`config.mk`:
```
export PLATFORM = sky130hd
export DESIGN_NAME = uart_tx_mmio
export DESIGN_NICKNAME = d
export VERILOG_FILES = /design/src/rtl/uart_tx_mmio.sv
export SDC_FILE = /design/constraint.sdc
export NUM_CORES = 1
export LEC_CHECK = 0
export ABC_AREA = 1
export BUFFER_PORTS_ARGS = -buffer_cell sky130_fd_sc_hd__buf_2
export CORE_ASPECT_RATIO = 1.2
export CORE_MARGIN = 2
export CORE_UTILIZATION = 45
export CTS_CLUSTER_DIAMETER = 60
export DETAILED_ROUTE_END_ITERATION = 10
export GPL_TIMING_DRIVEN = 0
export MAX_ROUTING_LAYER = met4
export PLACE_DENSITY = 0.68
export SLEW_MARGIN = 20
export SYNTH_ARGS = -nofsm -noshare
export SYNTH_HDL_FRONTEND = slang
export SYNTH_SLANG_ARGS = --single-unit
```
`constraint.sdc`:
```
create_clock -name clk -period 2.36 [get_ports clk]
set_clock_uncertainty 0.15 [all_clocks]
set_input_delay 0.118 -clock clk [delete_from_list [all_inputs] [get_ports clk]]
set_output_delay 0.118 -clock clk [all_outputs]
set_load 0.05 [all_outputs]
```
`src/rtl/uart_tx_mmio.sv`:
```
// uart_tx_mmio: memory-mapped 8N1 UART transmitter with a TX FIFO and a pollable STATUS register
module uart_tx_mmio #(
  parameter int          CLK_FREQ   = 12_000_000,
  parameter int          BAUD       = 115200,
  parameter int          FIFO_DEPTH = 8,
  parameter logic [31:0] BASE_ADDR  = 32'hFFFF_FF00
) (
  input  logic        clk,
  input  logic        reset,
  input  logic        write_mem,
  input  logic [2:0]  funct3,
  input  logic [31:0] address,
  input  logic [31:0] write_data,
  output logic [31:0] read_data,
  output logic        tx,
  output logic        irq_empty
);
  localparam int CPB = (CLK_FREQ + BAUD / 2) / BAUD;
  localparam int CW  = $clog2(CPB);
  localparam int AW  = $clog2(FIFO_DEPTH);
  typedef enum logic [1:0] {IDLE, START, DATA, STOP} state_t;
  state_t        state_q;
  logic [CW-1:0] cnt_q;
  logic [2:0]    bit_q;
  logic [7:0]    shift_q;
  logic [7:0]    mem_q [FIFO_DEPTH];
  logic [AW:0]   wp_q, rp_q, used;
  logic [31:0]   rd_q;
  logic          tx_q, irq_q, ov_q;
  logic          hit, wr_data, rd_stat, full, empty, push, pop, bit_end, busy;
  logic [3:0]    occ;
  logic          unused_ok;
  assign hit       = address[31:3] == BASE_ADDR[31:3];
  assign wr_data   = hit && write_mem && !address[2];
  assign rd_stat   = hit && !write_mem && address[2];
  assign empty     = wp_q == rp_q;
  assign full      = (wp_q[AW] != rp_q[AW]) && (wp_q[AW-1:0] == rp_q[AW-1:0]);
  assign push      = wr_data && !full;
  assign bit_end   = cnt_q == CW'(CPB - 1);
  assign busy      = state_q != IDLE;
  assign pop       = !empty && (state_q == IDLE || (state_q == STOP && bit_end));
  assign used      = wp_q - rp_q;
  assign occ       = 32'(used) > 32'd15 ? 4'hf : 4'(used);
  assign unused_ok = ^{funct3, write_data[31:8], address[1:0]};
  assign read_data = rd_q;
  assign tx        = tx_q;
  assign irq_empty = irq_q;
  always_ff @(posedge clk) begin
    if (reset) begin
      state_q <= IDLE;
      cnt_q   <= '0;
      bit_q   <= '0;
      shift_q <= '0;
      wp_q    <= '0;
      rp_q    <= '0;
      rd_q    <= '0;
      tx_q    <= 1'b1;
      irq_q   <= 1'b1;
      ov_q    <= 1'b0;
    end else begin
      if (push) begin
        mem_q[wp_q[AW-1:0]] <= write_data[7:0];
        wp_q                <= wp_q + 1'b1;
      end
      if (pop) begin
        shift_q <= mem_q[rp_q[AW-1:0]];
        rp_q    <= rp_q + 1'b1;
      end
      ov_q  <= (wr_data && full) || (ov_q && !rd_stat);
      rd_q  <= rd_stat ? {24'h0, occ, ov_q, empty, full, busy} : 32'h0;
      irq_q <= empty && state_q == IDLE;
      // tx follows the current state one cycle late, so every bit keeps its full width
      tx_q  <= state_q == START ? 1'b0 : state_q == DATA ? shift_q[0] : 1'b1;
      cnt_q <= (state_q == IDLE || bit_end) ? '0 : cnt_q + 1'b1;
      case (state_q)
        IDLE:  if (pop) state_q <= START;
        START: if (bit_end) begin
          state_q <= DATA;
          bit_q   <= '0;
        end
        DATA:  if (bit_end) begin
          shift_q <= shift_q >> 1;
          bit_q   <= bit_q + 1'b1;
          if (bit_q == 3'd7) state_q <= STOP;
        end
        default: if (bit_end) state_q <= pop ? START : IDLE;
      endcase
    end
  end
endmodule

```
Word level (Yosys, flattened, before mapping). Memory sizes are Yosys's and may differ from the RTL's. A register that Yosys moved wholly into a read port is not among the register bits. Index checks and enable logic that the tools add are counted.

Logic and storage cells: 78. Memories: 1. Flip-flop bits (word level): 63. Bits in read-only memories: 0. Memory bits (writable): 64. Latch bits: 0. Output and inout port bits: 34. Input bits: 70.

Muxes and demuxes: 20. Divide/modulo/power cells: 0. Shift operators: 0. $add $sub $neg: 5. Bitwise operators: 1. $mul: 0. Reductions and logical operators: 27. Order comparisons: 0. Eq/ne operators: 13.

Memories: mem_q (words 8, bits a word 8, read ports 1, clocked after Yosys merged registers in 1, write ports 1, RTL line 26) `logic [7:0] mem_q [FIFO_DEPTH];`.

Operators by type and width (count): 29-bit == test (second input constant) (1); 8-bit two-way mux (3); 3-bit two-way mux (4); 1-bit logical AND (11); 2-bit two-way mux (5); 4-bit by 1-bit adder with 4-bit output (second input constant) (2); 7-bit by 1-bit adder with 7-bit output (second input constant) (1); 7-bit == test (second input constant) (1); 1-bit two-way mux (6); 2-bit != test (second input constant) (3); 2-bit one-hot mux with 3 select lines (1); 3-bit one-hot mux with 2 select lines (1); 2-bit nonzero test (3); 1-bit logical NOT (5); 5-bit AND reduction (1); 2-bit == test (second input constant) (2); 4-bit == test (1); 2-bit OR reduction (2); 4-bit subtractor (1); 3-bit by 1-bit adder with 3-bit output (second input constant) (1); 3-bit == test (1); 3-bit == test (second input constant) (1); 1-bit logical OR (3); 3-bit AND reduction (1); other kinds (5) (5).

Depth between registers and ports, before layout. Gate-level depths: netlist of the first run.

Depth after elaboration: 7. Gate-level depth with buffers: 11. Depth with buffers taken out: 10.

Worst setup path after synthesis of the first run. No wires, ideal clock.

Path type: register to register. From: register rp_q[2]. To: memory mem_q[0][0], enable pin. Library setup time: 370 ps. Arrival: 1656 ps. Stages on the path, launching flop included: 10. Clock period less this slack: 2176 ps. Data required time: 1840 ps. Setup slack: 184 ps. Buffers on the path: 0. Cells stage by stage: dfxtp_1 > inv_1 > ha_1 > nand2_1 > nor2_1 > nand2_1 > nand4_1 > inv_1 > nand2_1 > nor2_1.

Longest elaborated chain between the ends: 7.

RTL lines: from (decl) (RTL line 27) `logic [AW:0] wp_q, rp_q, used;`; from (signal assigned) (RTL line 67) `rp_q <= rp_q + 1'b1;`; 3-bit == test (RTL line 37) `assign full = (wp_q[AW] != rp_q[AW]) && (wp_q[AW-1:0] == rp_q[AW-1:0]);`; 1-bit logical AND (RTL line 37); 1-bit logical NOT (RTL line 38) `assign push = wr_data && !full;`; 1-bit logical AND (RTL line 38); 1-bit two-way mux (RTL line 61) `if (push) begin`; 1-bit two-way mux (RTL line 49) `if (reset) begin`; 1-bit two-way mux (implied by the code) (RTL line 62) `mem_q[wp_q[AW-1:0]] <= write_data[7:0];`; to (decl) (RTL line 26).

Every way passes these cells.

Worst setup path in the final report of the first run.
From: register wp_q[0]. To: memory mem_q[3][0], enable pin.

Longest elaborated chain between the ends: 7.

RTL lines: from (decl) (RTL line 27); from (signal assigned) (RTL line 63) `wp_q <= wp_q + 1'b1;`; 3-bit == test (RTL line 37); 1-bit logical AND (RTL line 37); 1-bit logical NOT (RTL line 38); 1-bit logical AND (RTL line 38); 1-bit two-way mux (RTL line 61); 1-bit two-way mux (RTL line 49); 1-bit two-way mux (implied by the code) (RTL line 62).

Several ways; a longest one is shown, not always the timed one.

==> results of run 1 <==
## metal layers
layer	track usage	wire length, µm
met2	0.312	5240
met5	-	0
met4	0.0942	260
met3	0.0422	581
met1	0.209	4240
## what timing repair did
| action | 4_1_cts | 5_1_grt |
|---|---|---|
| setup endpoints to repair | 64 | 64 |
| buffers inserted | 4 | 3 |
| endpoints found under the hold margin | 65 | 0 |
| pin swaps | 4 | 4 |
| hold buffers | 9 | 0 |
| gates resized for setup | 13 | 12 |
## cell type report
type	count	area, µm²	share of cell area
Clock buffer	9	225	0.0376
Inverter	32	120	0.0200
Clock inverter	7	83.8	0.0140
Tap cell	129	161	0.0269
Buffer	41	275	0.0459
Multi-Input combinational cell	375	1880	0.314
Timing Repair Buffer	65	475	0.0793
Sequential cell	106	2770	0.462
## kinds of logic after synthesis
group / share of synthesized area
flops: 0.566
buf+inv: 0.0810
xor+xnor: 0.0144
compound gates: 0.0921
other cells: 0.000768
simple gates: 0.211
fa+ha+maj: 0.0349
## worst max-delay path, cell delays in order (launching register included)
cell and delay, ps:
dfxtp_4 390, inv_2 70, ha_1 320, inv_1 60, nor2_1 70, nand2_2 110, nand4_1 160, inv_2 150
nand2_4 110, nor2_4 280
## worst paths after layout
kind	startpoint	endpoint	slack [ps]	depth (start not counted)
hold reg to reg	ov_q	read_data[3]	290	2
setup / recovery	wp_q[0]	mem_q[3][0]	160	9
hold / removal	reset	flip-flop	7	2
setup reg to reg	wp_q[0]	mem_q[3][0]	160	9
## power breakdown
| group | internal [mW] | total [mW] | leakage, nW | switching (mW) |
|---|---|---|---|---|
| clock network | 0.763 | 1.52 | 0.151 | 0.757 |
| logic | 0.412 | 1.21 | 1.38 | 0.797 |
| registers | 2.05 | 2.13 | 0.916 | 0.0742 |
| total | 3.23 | 4.86 | 2.44 | 1.63 |
## registers in the layout, summed over array words and instances (netlist names), named ones only
| signal | count |
|---|---|
| state_q | 2 |
| mem_q | 64 |
| irq_empty | 1 |
| wp_q | 4 |
| bit_q | 3 |
| rp_q | 4 |
| cnt_q | 7 |
| tx | 1 |
| shift_q | 8 |
| read_data | 8 |
| ov_q | 1 |
## Yosys cell counts (2+ instances only)
cell type,count
dfxtp_1,42
a21oi_2,8
nand2_2,3
nor2_1,122
o21ai_1,5
edfxtp_1,64
a21oi_1,12
xor2_1,5
nor3_1,3
o21ai_0,57
buf_1,2
buf_2,7
nand2_1,90
buf_6,3
nor3b_1,2
ha_1,12
inv_1,31
nand4_1,4
xnor2_1,3
clkbuf_1,5
nand3_1,16
buf_4,24
==> key figures, run 1 <==
Floorplan
  – Rows: 41
  – Starting Density: 0.462
  – Die height: 118 µm
  – Top Ports: 104
  – Die W: 99.1 µm
  – Die footprint: 11700 µm²
  – Total core area: 10600 µm²

Final layout
  – Non-Filler Instances: 764
  – Layout cells sized above 1: 0.217
  – Final cell area excluding filler cells: 5990 µm²
  – Area delta synth->final: 22.8%
  – Fill cells: 899
  – Core Util, Final: 0.567
  – Most frequent cells in the layout: nor2_1 (114), nand2_1 (88), edfxtp_1 (64)
  – Most common cell after layout, fill and taps aside: nor2_1
  – Antenna fix cells: 0
  – Nets: 713

Synthesis
  – Synth cell types: 33
  – Ys async rst share: 0
  – Register area share after synthesis: 0.566
  – Syn Inst Count: 531
  – Top-area cell type share of the netlist area: 0.394
  – Flops & latches, synth: 106
  – Yosys warnings: 0
  – Post-synth EDFFs: 64
  – Mean Syn Cell Area: 9.19 µm²
  – Ys flop type: edfxtp_1
  – Synthesized cell area: 4880 µm²
  – Area leader, netlist: edfxtp_1
  – Top cells by area, synth: edfxtp_1 (39%), dfxtp_1 (17%), nor2_1 (9.4%)

Global route
  – Vias in the first global route: 3687
  – Global-route wire length before repair: 16900 µm
  – Global route total overflow: 0
  – Largest net degree at the start of global routing: 23
  – GRT Total Usage: 0.187
  – Initial antenna violation count: 0

Routing
  – Final ANT Viol Nets: 0
  – Routed WL: 10300 µm
  – Vias post-DR: 3761
  – DRT Pass-1 Iters: 5
  – DRC: 0
  – Initial DRC Count: 190
  – Vias per cell: 4.92
  – Wire length per cell: 13.5 µm

Clock network
  – Root Buffer: clkbuf_16
  – Skew-Pair Late Insertion Delay: 360 ps
  – H-tree Lvls: 3
  – Clock transition at path regs: 80 ps
  – CTS Buffer Depth: 2
  – Num CTS Buffers: 9
  – CTS Sinks: 106
  – CTS tree: done

Run status
  – Status: finished clean

Placed design
  – Port buffer count: 49
  – Cell Area, Placed: 5370 µm²
  – Placed Cells: 732
  – Final RePlAce weighted congestion: 0.852
  – Hpwl dp: 6860 µm
  – Pre-CTS setup slack: -407 ps

Power
  – Peak VDD IR: 0.501 mV
  – PD cells: 811 nW/µm²
  – Leak: 2.44 nW
  – Pwr Total: 4.86 mW

Timing
  – Fin Hold WS: 6.55 ps
  – Setup ws final: 162 ps
  – Final setup violation count: 0
  – Final Critical Period: 2200 ps
  – Total negative setup slack: 0 ps
  – Relative slew slack: 0.625
  – Pins Over Slew Limit: 0
  – Final period util: 0.931
  – Final hold vios: 0
  – Slew @ Worst Pin: 562 ps
  – Achievable Freq: 455 MHz

Worst setup path
  – CP Max Fanout: 8
  – CP Class: reg2reg
  – CP Capture Type: flip-flop
  – Worst EP arrival: 2080 ps
  – Critical path required time: 2240 ps
  – Startpoint types: flip-flop

Job
  – Max Cap Viol: 0

Hold path
  – Hold Path Class: in2reg
No activity file was read; power rests on OpenSTA's default activity.
==> inputs of run 2 (changes only) <==
--- a/config.mk
+++ b/config.mk
@@ -13,7 +13,6 @@
 export CTS_CLUSTER_DIAMETER = 60
 export DETAILED_ROUTE_END_ITERATION = 10
 export GPL_TIMING_DRIVEN = 0
-export MAX_ROUTING_LAYER = met4
 export PLACE_DENSITY = 0.68
 export SLEW_MARGIN = 20
 export SYNTH_ARGS = -nofsm -noshare
==> run 2 against run 1 <==
Sequential power about the same. Register-to-register slack about the same. Combinational power about the same. Sequential share of layout area unchanged. Setup slack better by 7.7 ps. Worst hold slack about the same. Critical path depth up 1. Final area unchanged. Utilization unchanged. Largest power group unchanged.
==> key figures, run 2 (synthesis results as in run 1) <==
Run status
  – Status: finished clean

Timing
  – Final setup violation count: 0
  – Final period util: 0.928
  – Final Critical Period: 2190 ps
  – Slew @ Worst Pin: 567 ps
  – Total negative setup slack: 0 ps
  – Final hold vios: 0
  – Relative slew slack: 0.622
  – Pins Over Slew Limit: 0
  – Achievable Freq: 457 MHz

Final layout
  – Final cell area excluding filler cells: 5990 µm²
  – Non-Filler Instances: 764
  – Layout cells sized above 1: 0.217
  – Largest register FFs: 64
  – Fill cells: 899
  – Most frequent cells in the layout: nor2_1 (114), nand2_1 (88), edfxtp_1 (64)
  – Area delta synth->final: 22.8%
  – Most common cell after layout, fill and taps aside: nor2_1
  – Antenna fix cells: 0
  – Nets: 713

Worst setup path
  – Crit-path slowest cell: dfxtp_1
  – Reg2Reg Depth: 10
  – Startpoint types: flip-flop
  – Worst r2r src: rp_q[1]
  – Critical Path Max Stage Delay: 400 ps
  – CP Max Fanout: 8
  – Worst setup path end: mem_q[0][5]
  – Crit path depth: 10
  – R2r setup slk: 170 ps
  – Worst EP arrival: 2110 ps
  – Family with the most delay on the worst path: simple AND/OR/NAND/NOR gates
  – CP Capture Type: flip-flop
  – CP cell instances: inv_1, ha_1, nand2_1, nor2_1, nand2_2, nand4_1, inv_2, nand2_4, nor2_4, buf_12
  – CP Class: reg2reg
  – Critical path buffer and inverter count: 3
  – Worst Setup SP: rp_q[1]
  – Critical path required time: 2280 ps
  – R2r endpoint: mem_q[0][5]

Routing
  – Final ANT Viol Nets: 0
  – Vias post-DR: 3773
  – DRC: 0
  – Vias per cell: 4.94
  – Routed WL: 10300 µm
  – Initial DRC Count: 194
  – Wire length per cell: 13.5 µm
  – DRT Pass-1 Iters: 5

Floorplan
  – Rows: 41
  – Die W: 99.1 µm
  – Top Ports: 104
  – Die height: 118 µm
  – Die footprint: 11700 µm²
  – Total core area: 10600 µm²
  – Starting Density: 0.462

Clock network
  – H-tree Lvls: 3
  – Clock transition at path regs: 80 ps
  – Root Buffer: clkbuf_16
  – CTS Sinks: 106
  – CTS tree: done
  – Skew-Pair Late Insertion Delay: 350 ps
  – Num CTS Buffers: 9
  – CTS Buffer Depth: 2

Power
  – Comb power frac: 0.250
  – Psw: 1.62 mW
  – Cell internal pwr: 3.23 mW
  – Sw frac: 0.334
  – Peak VDD IR: 0.491 mV
  – Clock network fraction of total power: 0.311
  – Flop pwr share: 0.439
  – PD cells: 810 nW/µm²
  – Leak: 2.44 nW

Job
  – Max Cap Viol: 0

Global route
  – Initial antenna violation count: 0
  – Global route total overflow: 0
  – Vias in the first global route: 3684
  – Largest net degree at the start of global routing: 23
  – Global-route wire length before repair: 16900 µm
  – GRT Total Usage: 0.182

Hold path
  – Min-delay src: reset
  – Hold Path Class: in2reg

Placed design
  – Placed Cells: 732
  – Port buffer count: 49
  – Cell Area, Placed: 5370 µm²
  – Hpwl dp: 6860 µm
  – Final RePlAce weighted congestion: 0.839
==> run 2: cell counts in the layout (fill, tap and decap cells not counted) <==
No cell type changed its count.
==> run 2: routing by layer <==
| metal | vias to the layer above | wire [µm] | global-route usage |
|---|---|---|---|
| li1 | 1901 | - | - |
| met1 | 1730 | 4190 | 0.210 |
| met2 | 117 | 5290 | 0.312 |
| met3 | 25 | 611 | 0.0422 |
| met4 | 0 | 241 | 0.0942 |
| met5 | - | 0 | 0 |
==> run 2: final cells by class <==
type,count,area (µm²),area share
clock buffer,9,225,0.0376
tap,129,161,0.0269
clock inverter,7,83.8,0.0140
timing repair buffer,65,475,0.0793
multi-input combinational,375,1880,0.314
inverter,32,120,0.0200
buffer,41,275,0.0459
sequential,106,2770,0.462
==> run 2: worst reg2reg max path: cells and delay by family, from the launching register on <==
family,cells,cell delay [ps]
buffers and inverters,3,390
and+or+nand+nor,6,690
DFF,1,400
adders and majority gates,1,280
==> run 2: worst min path at each step <==
stage / end / cells past startpoint
after global routing: rp_q[0] / 2
final: flip-flop / 2
after detailed placement: mem_q[2][7] / 1
after CTS: ov_q / 5
after global placement: mem_q[3][7] / 1
after floorplan: mem_q[0][0] / 0
==> run 2: per-stage QoR <==
step / hold WS, ps / total power [mW] / worst slack [ps] / utilization
after floorplan: 66.9 / 3.05 / 184 / -
after detailed placement: 233 / 3.35 / -407 / 0.508
after CTS: 13.3 / 4.86 / -108 / 0.558
after global routing: 37.4 / 5.11 / -14.3 / 0.567
final: 6.45 / 4.85 / 170 / 0.567
after global placement: 229 / 3.31 / -367 / 0.508
==> run 2: timing repair <==
action,in CTS,in global routing
setup endpoints to repair,64,64
buffers inserted,4,3
hold buffers,9,0
endpoints found under the hold margin,65,0
gates resized for setup,13,12
cloned,0,0
pin swaps,4,4
==> run 2: power by group through the flow <==
stage / combinational [mW] / sequential, mW / clock (mW)
3_5_place_dp: 1.18 / 2.17 / 0
3_3_place_gp: 1.14 / 2.17 / 0
6_report: 1.21 / 2.13 / 1.51
2_1_floorplan: 0.862 / 2.19 / 0
5_1_grt: 1.36 / 2.15 / 1.60
4_1_cts: 1.20 / 2.13 / 1.53
==> inputs of run 3 (changes only) <==
--- a/config.mk
+++ b/config.mk
@@ -13,7 +13,7 @@
 export CTS_CLUSTER_DIAMETER = 60
 export DETAILED_ROUTE_END_ITERATION = 10
 export GPL_TIMING_DRIVEN = 0
-export PLACE_DENSITY = 0.68
+export PLACE_DENSITY = 0.67
 export SLEW_MARGIN = 20
 export SYNTH_ARGS = -nofsm -noshare
 export SYNTH_HDL_FRONTEND = slang
==> run 3 against run 2 <==
Die area is the same. Worst hold slack gained 0.90 ps. Total power shrank 0.50%. Maximum frequency shrank 1.2%. Critical endpoint is now mem_q[7][1]. Global-route usage shrank 0.68 points.
==> key figures, run 3 (synthesis results as in run 1) <==
Run status
  – Status: finished clean

Worst setup path
  – Worst r2r src: rp_q[2]
  – Critical path buffer and inverter count: 2
  – Startpoint types: flip-flop
  – Family with the most delay on the worst path: simple AND/OR/NAND/NOR gates
  – Critical path required time: 2240 ps
  – Critical Path Max Stage Delay: 390 ps
  – R2r setup slk: 140 ps
  – Reg2Reg Depth: 9
  – CP cell instances: inv_1, ha_1, nand2_1, nor2_2, nand2_2, nand4_1, inv_2, nand2_4, nor2_4
  – Worst EP arrival: 2100 ps
  – CP Capture Type: flip-flop
  – CP Class: reg2reg
  – Crit-path slowest cell: dfxtp_1
  – CP Max Fanout: 8
  – R2r endpoint: mem_q[7][1]

Timing
  – Final period util: 0.939
  – RSZ-0062 raised after global routing: false
  – Pins Over Slew Limit: 0
  – Final setup violation count: 0
  – Achievable Freq: 451 MHz
  – Slew @ Worst Pin: 502 ps
  – Relative slew slack: 0.665
  – Setup ws final: 143 ps
  – Final Critical Period: 2220 ps
  – Final hold vios: 0

Global route
  – Global route total overflow: 0
  – Largest net degree at the start of global routing: 23
  – Initial antenna violation count: 0
  – GRT Total Usage: 0.175
  – Global-route wire length before repair: 16400 µm
  – Vias in the first global route: 3551

Routing
  – DRC: 0
  – Vias post-DR: 3704
  – Initial DRC Count: 162
  – Routed WL: 10000 µm
  – DRT Pass-1 Iters: 5
  – Final ANT Viol Nets: 0
  – Vias per cell: 4.84
  – Wire length per cell: 13.1 µm

Clock network
  – Num CTS Buffers: 9
  – Skew-Pair Late Insertion Delay: 350 ps
  – Root Buffer: clkbuf_16
  – H-tree Lvls: 3
  – CTS tree: done
  – CTS Buffer Depth: 2
  – Clock transition at path regs: 80 ps
  – CTS Sinks: 106

Floorplan
  – Starting Density: 0.462
  – Top Ports: 104
  – Rows: 41
  – Die W: 99.1 µm
  – Die height: 118 µm
  – Total core area: 10600 µm²
  – Die footprint: 11700 µm²

Final layout
  – Area delta synth->final: 22.9%
  – Register area: 2770 µm²
  – Fill cells: 892
  – Core Util, Final: 0.568
  – Multi-input combinational cell area: 1890 µm²
  – Most common cell after layout, fill and taps aside: nor2_1
  – Most frequent cells in the layout: nor2_1 (113), nand2_1 (88), edfxtp_1 (64)
  – Nets: 714
  – Largest register FFs: 64
  – Antenna fix cells: 0
  – Layout cells sized above 1: 0.217

Hold path
  – Hold Path Cell Cnt: 2
  – Min-delay src: reset
  – Hold Path Class: in2reg
  – Hold EP: rp_q[0]

Placed design
  – Pre-CTS setup slack: -413 ps
  – Port buffer count: 49
  – Final RePlAce weighted congestion: 0.829
  – Hpwl dp: 6930 µm

Power
  – Peak VDD IR: 0.433 mV
  – PD cells: 805 nW/µm²
  – Leak: 2.45 nW

Job
  – Max Cap Viol: 0
[run 3: routing by layer]
metal,vias up,part of all wire,global-route usage
met1,1675,0.41,0.212
li1,1901,-,-
met5,-,0,0
met2,103,0.51,0.303
met4,0,0.029,0.0693
met3,25,0.050,0.0368
[run 3: where the power goes]
group	total (mW)	internal, mW	leakage (nW)	switching [mW]
Clock	1.51	0.769	0.153	0.736
Sequential	2.13	2.05	0.916	0.0727
Combinational	1.19	0.414	1.38	0.780
Total	4.83	3.24	2.45	1.59
[run 3: how the worst max path moves through the flow]
stage             from          end  slack [ps]  cells past startpoint
6_report       rp_q[2]  mem_q[7][1]         140                      9
5_1_grt        rp_q[2]  mem_q[7][0]           2                      9
4_1_cts        wp_q[0]  mem_q[5][0]         -30                      9
3_5_place_dp   wp_q[0]  mem_q[4][3]        -410                      9
3_3_place_gp   wp_q[0]  mem_q[4][3]        -350                      9
2_1_floorplan  rp_q[2]  mem_q[0][0]         180                      9
[run 3: what timing repair did]
item | CTS | global route
setup endpoints to repair | 64 | 65
hold buffers | 9 | 0
hold endpoints to repair | 65 | 0
buffers inserted | 4 | 4
resized for setup | 17 | 7
pin swaps | 4 | 4
[run 3: stage by stage]
stage	TNS, ps	hold WS [ps]	total power [mW]	instances	cell area (µm²)
after detailed placement	-19810	241	3.34	732	5370
after global placement	-17630	234	3.31	732	5370
after floorplan	0	66.9	3.05	554	4970
final	0	7.35	4.83	765	6000
after global routing	0	44.9	5.09	765	6000
after CTS	-218	3.74	4.86	761	5910
[run 3: cell type report]
type                    count  area share
inverters                  32      0.0200
multi-input cells         375       0.314
well taps                 129      0.0269
repair buffers             66      0.0805
clock inverters             7      0.0136
clock buffers               9      0.0375
plain buffers              41      0.0459
flip-flops and latches    106       0.461
[run 3: worst register-to-register path, stage by stage, from the launching register on]
cell,delay (ps)
dfxtp_1,390
inv_1,70
ha_1,320
nand2_1,110
nor2_2,60
nand2_2,100
nand4_1,160
inv_2,150
nand2_4,120
nor2_4,280
